**src/rtl/dtw_src_ctrl.sv**
```systemverilog
// dtw_src_ctrl: command controller for dtw_core that starts a run, routes the
// core's source reads to the reference or query FIFO and reports the words consumed.
// Ports:
//   clk, rst                              clock, asynchronous active-high reset
//   cmd_valid/cmd_mode/cmd_ref_len        command request (0 = load reference, 1 = run query)
//   cmd_ready                             controller idle, command accepted on valid & ready
//   core_start/core_op_mode/core_ref_len  start pulse and latched command to dtw_core
//   core_running, core_src_rden           dtw_core status and source read strobe
//   core_src_empty, core_src_data         muxed source FIFO flag and data to dtw_core
//   ref_fifo_*, query_fifo_*              reference and query FIFO read ports
//   done, done_words, err_len, err_timeout  completion pulse and held run results
// Optional watchdog: define DTW_SRC_CTRL_TIMEOUT_EN to abort runs after TIMEOUT_CYCLES.
module dtw_src_ctrl #(
   parameter int SQG_SIZE       = 250,
   parameter int REF_SIZE       = 29898,
   parameter int LW             = 15,
   parameter int TIMEOUT_CYCLES = 1048576
) (
   input  logic          clk,
   input  logic          rst,
   input  logic          cmd_valid,
   input  logic          cmd_mode,
   input  logic [LW-1:0] cmd_ref_len,
   output logic          cmd_ready,
   output logic          core_start,
   output logic          core_op_mode,
   output logic [LW-1:0] core_ref_len,
   input  logic          core_running,
   input  logic          core_src_rden,
   output logic          core_src_empty,
   output logic [31:0]   core_src_data,
   output logic          ref_fifo_rden,
   input  logic          ref_fifo_empty,
   input  logic [31:0]   ref_fifo_dout,
   output logic          query_fifo_rden,
   input  logic          query_fifo_empty,
   input  logic [31:0]   query_fifo_dout,
   output logic          done,
   output logic [LW-1:0] done_words,
   output logic          err_len,
   output logic          err_timeout
);
   typedef enum logic [2:0] {IDLE, START, WAIT_RUN, RUN, DONE} state_t;
   localparam logic [LW-1:0] REF_MAX = LW'(REF_SIZE);
   localparam logic [LW-1:0] SQG_CNT = LW'(SQG_SIZE);
   state_t        state, state_nx;
   logic          accept, active, expired;
   logic          mode_q, res_q;
   logic [LW-1:0] len_q, cnt;
   assign accept = cmd_valid && state == IDLE;
   assign active = state == START || state == WAIT_RUN || state == RUN;
`ifdef DTW_SRC_CTRL_TIMEOUT_EN
   localparam int TW = $clog2(TIMEOUT_CYCLES + 1);
   logic [TW-1:0] tcnt;
   logic          to_q;
   always_ff @(posedge clk or posedge rst)
      if (rst) begin
         tcnt <= '0;
         to_q <= 1'b0;
      end else if (accept) begin
         tcnt <= '0;
         to_q <= 1'b0;
      end else begin
         if (state == WAIT_RUN || state == RUN) tcnt <= tcnt + TW'(1);
         if (expired) to_q <= 1'b1;
      end
   // fires in the cycle whose increment would reach the limit, so DONE follows on the next edge
   assign expired     = (state == WAIT_RUN || state == RUN) && tcnt == TW'(TIMEOUT_CYCLES - 1);
   assign err_timeout = to_q;
`else
   assign expired     = 1'b0;
   assign err_timeout = 1'b0;
`endif
   always_ff @(posedge clk or posedge rst)
      if (rst) state <= IDLE;
      else state <= state_nx;
   always_comb begin
      state_nx = state;
      case (state)
         IDLE:     state_nx = cmd_valid ? START : IDLE;
         START:    state_nx = WAIT_RUN;
         WAIT_RUN: state_nx = expired ? DONE : (core_running ? RUN : WAIT_RUN);
         RUN:      state_nx = (expired || !core_running) ? DONE : RUN;
         DONE:     state_nx = IDLE;
         default:  state_nx = IDLE;
      endcase
   end
   always_comb begin
      cmd_ready       = state == IDLE;
      core_start      = state == START;
      done            = state == DONE;
      core_src_empty  = active ? (mode_q ? query_fifo_empty : ref_fifo_empty) : 1'b1;
      core_src_data   = active ? (mode_q ? query_fifo_dout : ref_fifo_dout) : 32'd0;
      ref_fifo_rden   = active && !mode_q && core_src_rden;
      query_fifo_rden = active && mode_q && core_src_rden;
   end
   // core_src_empty is forced high outside active states, so the counter freezes
   // after DONE and doubles as the held done_words value until the next acceptance
   always_ff @(posedge clk or posedge rst)
      if (rst) begin
         mode_q <= 1'b0;
         len_q  <= REF_MAX;
         cnt    <= '0;
         res_q  <= 1'b0;
      end else if (accept) begin
         mode_q <= cmd_mode;
         len_q  <= (cmd_ref_len == '0 || cmd_ref_len > REF_MAX) ? REF_MAX : cmd_ref_len;
         cnt    <= '0;
         res_q  <= 1'b0;
      end else begin
         if (core_src_rden && !core_src_empty && cnt != '1) cnt <= cnt + LW'(1);
         if (state == DONE) res_q <= 1'b1;
      end
   assign core_op_mode = mode_q;
   assign core_ref_len = len_q;
   assign done_words   = cnt;
   assign err_len      = (res_q || done) && cnt != (mode_q ? SQG_CNT : len_q);
endmodule

```
**config.mk**
```make
export PLATFORM = sky130hd
export DESIGN_NAME = dtw_src_ctrl
export DESIGN_NICKNAME = d
export VERILOG_FILES = /design/src/rtl/dtw_src_ctrl.sv
export SDC_FILE = /design/constraint.sdc
export NUM_CORES = 1
export LEC_CHECK = 0
export CORE_MARGIN = 3
export CORE_UTILIZATION = 37
export CTS_BUF_LIST = sky130_fd_sc_hd__clkbuf_8 sky130_fd_sc_hd__clkbuf_16
export CTS_CLUSTER_SIZE = 14
export DETAILED_ROUTE_END_ITERATION = 10
export PLACE_DENSITY = 0.81
export SLEW_MARGIN = 20
export SYNTH_ARGS = -nofsm -noshare
export SYNTH_HDL_FRONTEND = slang
export SYNTH_SLANG_ARGS = --single-unit
```
**constraint.sdc**
```tcl
create_clock -name clk -period 2.3 [get_ports clk]
set_input_delay 0.46 -clock clk [delete_from_list [all_inputs] [get_ports clk]]
set_output_delay 0.46 -clock clk [all_outputs]
set_load 0.02 [all_outputs]
```
[Word-level counts from Yosys, hierarchy flattened]
Index checks and enable logic that the tools add are counted.
Word-level totals
  register bits: 35
  bits of input ports: 87
  output and inout bits: 71
  word-level logic and storage cells: 45
Cells by class
  add/sub/neg operators: 1
  $lt $le $gt $ge: 1
  equality and inequality tests: 6
  muxes and demuxes: 14
  reductions and logical operators: 18
Operator list (number)
  32-bit two-way mux: 2
  15-bit two-way mux: 4
  15-bit by 1-bit adder with 15-bit output (second input constant): 1
  15-bit greater-than comparator (second input constant): 1
  15-bit zero test: 1
  15-bit inequality test: 1
  15-bit inequality test (second input constant): 1
  3-bit one-hot mux with 4 select lines: 1
  1-bit logical AND: 8
  3-bit by 2-bit == test with 1-bit output (second input constant): 2
  1-bit two-way mux: 6
  1-bit logical OR: 4
  2-bit nonzero test: 2
  3-bit by 1-bit == test with 1-bit output (second input constant): 1
  3-bit == test (second input constant): 1
  3-bit zero test: 1
  3-bit two-way mux: 1
  1-bit zero test: 2

[Logic depth before layout (Yosys ltp)]
Gate-level depths: netlist (run 1).
  depth in word-level cells: 9
  depth in mapped cells: 6
  depth with buffers taken out: 6

[Worst setup path after synthesis (run 1)]
OpenSTA, ideal clock, no wires.
  path type: register -> output
  start: register mode_q, in the netlist core_op_mode
  end: output err_len
  arrival: 1.630 ns
  required time: 1.840 ns
  setup slack: 0.210 ns
  cell stages (with the launch flop): 7
  buffers on the path: 2
  cell sequence: dfrtp_1 buf_2 buf_2 nor4_1 a31oi_1 o21ai_0 a41oi_1
On the way
  word-level cells in the longest chain between the ends: 3
Ends and longest elaborated chain
  start: declaration: RTL line 48  | logic mode_q, res_q;
  start signal: assignment: RTL line 106  | mode_q <= cmd_mode;
  15-bit two-way mux: RTL line 117  | assign err_len = (res_q || done) && cnt != (mode_q ? SQG_CNT : len_q);
  15-bit inequality test: RTL line 117
  1-bit logical AND: RTL line 117
  end: declaration: RTL line 40  | output logic err_len,
No other way between the ends.

[Final worst setup path (run 1)]
  start: register cnt[9], in the netlist done_words[9]
  end: output err_len
On the way
  word-level cells in the longest chain between the ends: 2
Ends and longest elaborated chain
  start: declaration: RTL line 49  | logic [LW-1:0] len_q, cnt;
  start signal: assignment: RTL line 111  | if (core_src_rden && !core_src_empty && cnt != '1) cnt <= cnt + LW'(1);
  15-bit inequality test: RTL line 117
  1-bit logical AND: RTL line 117
No other way between the ends.

==> results of run 1 <==
[routing by layer]
layer | GRT usage, % | part of all wire [%] | vias to the layer above
met5 | 0 | 0 | -
met4 | 7.97 | 2.4 | 0
met3 | 4.93 | 7.5 | 20
met2 | 43.8 | 51 | 148
met1 | 27.8 | 40 | 1461
li1 | - | - | 1459
[final cells by class]
class	count	area (um2)	area share (%)
repair buffers	204	1860	41.4
multi-input cells	223	1520	33.8
flip-flops and latches	35	886	19.7
well taps	77	96.3	2.14
clock buffers	6	82.6	1.83
inverters	11	41.3	0.917
clock inverters	2	8.76	0.195
[through the flow]
| step | cells | TNS, ns | worst slack, ns | hold WS, ns | power [mW] |
|---|---|---|---|---|---|
| final | 558 | -0.109 | -0.109 | 0.535 | 5.02 |
| after CTS | 556 | -0.237 | -0.237 | 0.533 | 5.00 |
| after global routing | 558 | -0.201 | -0.201 | 0.543 | 5.31 |
| after global placement | 547 | -0.163 | -0.163 | 0.487 | 4.61 |
| after floorplan | 290 | 0 | 0.210 | 0.452 | 2.91 |
| after detailed placement | 547 | -0.172 | -0.172 | 0.516 | 4.69 |
[where the power goes]
group | switching, mW | total [mW] | internal, mW
clock network | 0.231 | 0.468 | 0.237
registers | 0.209 | 1.06 | 0.851
logic | 1.84 | 3.49 | 1.65
total | 2.28 | 5.02 | 2.74
[cells in the mapped netlist (all sizes together), types with 6 or more instances]
cell type and n:
a21oi 14, a22o 32, a31oi 9, buf 16, dfrtp 27, dfstp 8
inv 11, nand2 34, nand3 7, nor2 29, nor3 6, nor4 9
o21ai 17, xnor2 10
[worst min-delay path, cell delays in order (launching register included)]
cell     delay, ns
dfstp_2       0.39
nor2_1        0.10
a21oi_1       0.04
[registers in the layout, indices dropped and copies added, names as in the netlist]
signal	count
core_op_mode	1
res_q	1
done_words	15
state	3
core_ref_len	15
[cells by family (layout without fill, tap and decap cells)]
logic type | Yosys count | after routing | share of synthesized area (%)
and+or+nand+nor | 113 | 113 | 24.4
AOI/OAI and AO/OA | 90 | 90 | 27.2
DFF | 35 | 35 | 35.2
buffers and inverters | 32 | 223 | 5.87
xor gates and xnor gates | 13 | 13 | 4.53
muxes | 5 | 5 | 2.14
adders and majority gates | 1 | 1 | 0.498
other | 1 | 1 | 0.149
[how the worst max path moves through the flow]
| stage | start | to | slack [ns] |
|---|---|---|---|
| finish | done_words[9]$_DFFE_PP0P_ | err_len | -0.11 |
| global route | done_words[9]$_DFFE_PP0P_ | err_len | -0.20 |
| CTS | core_ref_len[13]$_DFFE_PP1N_ | err_len | -0.24 |
| detailed placement | core_ref_len[12]$_DFFE_PP1N_ | err_len | -0.17 |
| global placement | core_ref_len[13]$_DFFE_PP1N_ | err_len | -0.16 |
| floorplan | core_op_mode$_DFFE_PP0N_ | err_len | 0.21 |
[cells in the final DEF (no fill, tap or decap), drive strengths merged, types with 6 or more instances in the layout]
cell type      synthesis  routed
nand2                 34      34
a21oi                 14      14
nand3                  7       7
a31oi                  9       9
xnor2                 10      10
dfstp                  8       8
clkdlybuf4s50          0     120
nor3                   6       6
a22o                  32      32
clkbuf                 5      31
inv                   11      12
clkdlybuf4s15          0       9
nor4                   9       9
o21ai                 17      17
dfrtp                 27      27
buf                   16      48
nor2                  29      29
[timing repair]
item | 4_1_cts | 5_1_grt
resized for setup | 66 | 44
hold endpoints to repair | 0 | 0
setup buffers | 1 | 1
pin swaps | 0 | 5
cloned | 0 | 1
endpoints found under the setup margin | 35 | 33
==> summary.md, run 1 <==
| Metric | Value |
|---|---|
| Largest net degree at the start of global routing | 36 |
| Part of the Yosys area used for sequential elements | a little over a third |
| Async SR Flop Fraction | 100% |
| TritonCTS clock tree | yes |
| Cell depth of the worst setup path | 6 |
| Yosys top cell area share | 26.9% |
| Worst Hold End | core_ref_len[1]$_DFFE_PP1N_ |
| Worst hold stages | 2 |
| Synth warn | 0 |
| Worst hold path class | reg2reg |
| Max Fclk | 415 MHz |
| Critical path data arrival time | 1.95 ns |
| Ys flop type | dfrtp_1 |
| EDFF count, synth | 0 |
| Failing checks | negative setup slack |
| Maxcap violations | 0 |
| Syn_nets | 378 |
| Critical path fanouts, max | 7 |
| Critical path required time | about 1.8 ns |
| IO Pins | 158 |
| Max Clock Skew | roughly 0.0045 ns |
| Clock Tree Root | clkbuf_8 |
| Worst r2r src | core_op_mode$_DFFE_PP0N_ |
| Final setup fails | 1 |
| Final Max Tran Viols | 0 |
| Mapped Cells | 290 |
| Cell variety after synth | 56 |
| Final Hold Fails | 0 |
| Row count | 29 |
| Via count | 3,088 |
| Crit path buffers/inverters | 1 |
| Fin crit period | approximately 2.4 ns |
| Initial core utilization | 38.9% |
| CTS Buffer Depth | 2 |
| CP Cell Sequence | nor4bb_4 > a31oi_1 > o32ai_1 > and4_1 > a41oi_2 > buf_4 |
| CP Capture Type | output port |
| Vias in the first global route | 2,927 |
| CP startpoint kind | register |
| DRC | 0 |
| Final net count | 568 |
| Die Ht | 88.4 um |
| Syn-to-layout area delta | 79.1% |
| R2R setup slack | 0.44 ns |
| First-pass GRT wire length | ~14,000 um |
| Global-route usage over all layers | 24.0% |
| DP HPWL | 7950 um |
| Clk Latency, worst-skew pair | roughly 0.29 ns |
| Worst R2R End | done_words[13]$_DFFE_PP0P_ |
| RSZ-0062 raised after global routing | true |
| Post-DRT Antenna Nets | 0 |
| Initial antenna violation count | 0 |
| Iteration-0 DRC Markers | 138 |
| Synthesis-stage register bit count | 35 |
| Clock sinks | 35 |
| Cell area after synthesis | 2510 um2 |
| Syn_area_per_cell | 8.67 um2 |
| Die Wd | 88.4 um |
| Ant diodes | 0 |
| Drt via density | approximately 5.5 |
| PwrDens | 1120 nW/um2 |
| Largest stage delay, worst path | approximately 0.5 ns |
| Hold Buf Count CTS | 0 |
| Die area | roughly 8000 um2 |
| Static leakage | 1.91 nW |
| Critical path type | reg2out |
| Routed WL per cell | 18.0 um |
| DR pass1 iterations | 4 |
| Maximum resistive drop on vdd | between 600 and 700 uV |
| Cell taking the most area after synthesis | dfrtp_1 |
| Port bufs | 156 |
| Clock transition at path regs | 0.07 ns |
| R2R cell count | 7 |
| Placed Area | 4450 um2 |
| Clock buffer count from CTS | 5 |
| # H-tree levels | 2 |
| Setup slack after layout | -0.109 ns |
| GP Congestion | 0.836 |
| GR Overflow Total | 0 |
| Final Instance Area | 4500 um2 |
| Final core occ | 69.7% |
| Slowest cell on the critical path | dfrtp_1 |
| Crit share post-route | 105% |
| Core region area | 6460 um2 |
| Top Family by Delay on Critical Path | simple AND/OR/NAND/NOR gates |
| Layout cell share with drive strength beyond 1 | approximately a quarter |
| Ranking of synthesized cells by area | dfrtp_1 27%, a22o_1 11%, dfstp_2 8.4%, nand2_1 5.1%, nor2_1 3.6% |
| Outcome | finished with violations |
| Hold_sp | core_ref_len[1]$_DFFE_PP1N_ |
| Fill count | 508 |
| Final WL | 10,000 um |
Note: power is estimated with default switching activity, not from simulation.
==> run 2, diff against run 1 <==
Settings changed: GPL_ROUTABILITY_DRIVEN set to 0, RECOVER_POWER set to 25.
==> summary.md, run 2 (synthesis gave the netlist of run 1 again) <==
| Metric | Value |
|---|---|
| Critical path data arrival time | 1.94 ns (was 1.95 ns) |
| CP Cell Sequence | buf_6 > xnor2_2 > a31oi_1 > o32ai_1 > and4_1 > a41oi_2 > buf_4 (was nor4bb_4 > a31oi_1 > o32ai_1 > and4_1 > a41oi_2 > buf_4) |
| Clk Latency, worst-skew pair | 0.30 ns (was 0.29 ns) |
| R2R cell count | 7 (unchanged) |
| Row count | 29 (unchanged) |
| GR Overflow Total | 0 (unchanged) |
| Critical path type | reg2out (unchanged) |
| Initial antenna violation count | 0 (unchanged) |
| R2R setup slack | 0.44 ns (about the same) |
| Static leakage | 1.91 nW (about the same) |
| Hold_sp | res_q$_DFFE_PP0P_ (was core_ref_len[1]$_DFFE_PP1N_) |
| Initial core utilization | 38.9% (unchanged) |
| Global-route usage over all layers | 23.8% (was 24.0%) |
| Core region area | 6460 um2 (unchanged) |
| Commonest non-fill, non-tap cells in the layout | 117 x clkdlybuf4s50_1, 43 x buf_4, 34 x nand2_1, 34 x clkbuf_2, 32 x a22o_1 (was 120 x clkdlybuf4s50_1, 44 x buf_4, 34 x nand2_1) |
| RSZ-0062 raised after global routing | true (unchanged) |
| DRC | 0 (unchanged) |
| Largest stage delay, worst path | 0.57 ns (was 0.49 ns) |
| CP startpoint kind | register (unchanged) |
| CTS Buffer Depth | 2 (unchanged) |
| Hold Buf Count CTS | 0 (unchanged) |
| # H-tree levels | 2 (unchanged) |
| Clock transition at path regs | 0.07 ns (about the same) |
| Critical path required time | 1.84 ns (about the same) |
| Worst R2R End | done_words[6]$_DFFE_PP0P_ (was done_words[13]$_DFFE_PP0P_) |
| TritonCTS clock tree | yes (unchanged) |
| CP Capture Type | output port (unchanged) |
| Critical path fanouts, max | 4 (was 7) |
| Post-DRT Antenna Nets | 0 (unchanged) |
| Worst hold path class | reg2reg (unchanged) |
| Drt via density | 5.63 (was 5.53) |
| Failing checks | negative setup slack (unchanged) |
| Setup slack after layout | -0.101 ns (was -0.109 ns) |
| Largest net degree at the start of global routing | 36 (unchanged) |
| Ant diodes | 0 (unchanged) |
| Crit path buffers/inverters | 2 (was 1) |
| Final setup fails | 1 (unchanged) |
| Syn-to-layout area delta | 77.5% (was 79.1%) |
| Die Wd | 88.4 um (unchanged) |
| Fin crit period | 2.40 ns (was 2.41 ns) |
| Max Clock Skew | 0.0114 ns (was 0.00446 ns) |
| Maxcap violations | 0 (unchanged) |
| Final Max Tran Viols | 0 (unchanged) |
| Via count | 3,144 (was 3,088) |
| Tightest hold margin | 0.524 ns (was 0.535 ns) |
| Die area | 7820 um2 (unchanged) |
| Final net count | 568 (unchanged) |
| Clock Tree Root | clkbuf_8 (unchanged) |
| Final WL | 10,200 um (was 10,000 um) |
| Clock sinks | 35 (unchanged) |
| Worst r2r src | done_words[1]$_DFFE_PP0P_ (was core_op_mode$_DFFE_PP0N_) |
| Slowest cell on the critical path | dfstp_2 (was dfrtp_1) |
| DR pass1 iterations | 5 (was 4) |
| First-pass GRT wire length | 14,500 um (was 14,400 um) |
| Max Fclk | 416 MHz (was 415 MHz) |
| Die Ht | 88.4 um (unchanged) |
| Port bufs | 156 (unchanged) |
| Layout cell share with drive strength beyond 1 | 24.9% (was 23.7%) |
| Most common cell after layout, fill and taps aside | clkdlybuf4s50_1 (unchanged) |
| IO Pins | 158 (unchanged) |
| Worst hold stages | 2 (unchanged) |
| Iteration-0 DRC Markers | 139 (was 138) |
| Routed WL per cell | 18.2 um (was 18.0 um) |
| DP HPWL | 7860 um (was 7950 um) |
| Vias in the first global route | 2,846 (was 2,927) |
| Crit share post-route | 104% (was 105%) |
| Slew headroom | 42.2% |
| PwrDens | 1120 nW/um2 (about the same) |
| Cell depth of the worst setup path | 7 (was 6) |
| Maximum resistive drop on vdd | 813 uV (was 689 uV) |
| Non-Filler Instances | 558 (unchanged) |
| Slew @ Worst Pin | 0.867 ns |
| Outcome | finished with violations (unchanged) |
| Worst Hold End | res_q$_DFFE_PP0P_ (was core_ref_len[1]$_DFFE_PP1N_) |
| Post-Place Cells | 546 (was 547) |
| Clock buffer count from CTS | 5 (unchanged) |
| Final Hold Fails | 0 (unchanged) |
| Top Family by Delay on Critical Path | flip-flops (was simple AND/OR/NAND/NOR gates) |
-- run 2: changes by cell type in the layout (fill, tap and decap cells not counted), sizes merged --
| cell | change |
|---|---|
| clkinvlp | +2 |
| buf | -1 |
| clkdlybuf4s15 | -9 |
| clkdlybuf4s50 | -3 |
| clkbuf | +9 |
| dlymetal6s2s | +1 |
| dlygate4sd3 | +2 |
| inv | -1 |
-- run 2: layer usage --
layer  GRT usage [%]  routed length, um  vias to the layer above  part of all wire, %
met5               0                  0                        -                    0
met3            5.77                888                       18                  8.7
li1                -                  -                     1463                    -
met1            28.6               3940                     1504                   39
met4            7.28                189                        0                  1.9
met2            41.9               5150                      159                   51
-- run 2: worst reg2reg max path: cells and delay by family, from the launching register on --
kind / cells / cell delay [ns]
flip-flops: 1 / 0.43
AND/OR/NAND/NOR: 3 / 0.47
buffers and inverters: 1 / 0.17
AO/OA/AOI/OAI: 1 / 0.33
XOR/XNOR: 1 / 0.18
adder cells (fa/ha/maj): 1 / 0.16
-- run 2: cell type report --
type | count | area (um2)
timing repair buffer | 204 | 1810
multi-input combinational | 223 | 1540
clock buffer | 5 | 68.8
sequential | 35 | 886
clock inverter | 3 | 20.0
tap | 77 | 96.3
fill | 515 | 2000
inverter | 11 | 41.3
-- run 2: what timing repair did --
item	4_1_cts	5_1_grt
buffers inserted	0	3
gates cloned	0	1
hold endpoints to repair	0	0
endpoints found under the setup margin	35	36
gates resized for setup	42	74
pin swaps	0	6
-- run 2: worst max-delay path by stage --
| stage | end | slack [ns] | start |
|---|---|---|---|
| after global routing | err_len | -0.18 | done_words[9]$_DFFE_PP0P_ |
| after floorplan | err_len | 0.21 | core_op_mode$_DFFE_PP0N_ |
| after detailed placement | err_len | -0.16 | core_ref_len[12]$_DFFE_PP1N_ |
| after global placement | err_len | -0.16 | core_ref_len[13]$_DFFE_PP1N_ |
| final | err_len | -0.10 | core_ref_len[13]$_DFFE_PP1N_ |
| after CTS | err_len | -0.23 | core_ref_len[13]$_DFFE_PP1N_ |
-- run 2: through the flow --
stage / instance area, um2 / util (%) / total power, mW / TNS [ns] / worst slack (ns)
floorplan: 2510 / - / 2.91 / 0 / 0.210
global placement: 4440 / 68.7 / 4.61 / -0.163 / -0.163
detailed placement: 4440 / 68.7 / 4.67 / -0.156 / -0.156
CTS: 4490 / 69.5 / 4.90 / -0.232 / -0.232
global route: 4460 / 69.1 / 5.32 / -0.181 / -0.181
finish: 4460 / 69.1 / 5.01 / -0.101 / -0.101
-- run 2: power breakdown --
group          internal, mW  switching, mW  total [mW]  leakage (nW)
combinational          1.64           1.85        3.49          1.43
sequential            0.851          0.217        1.07         0.442
clock                 0.211          0.240       0.451        0.0402
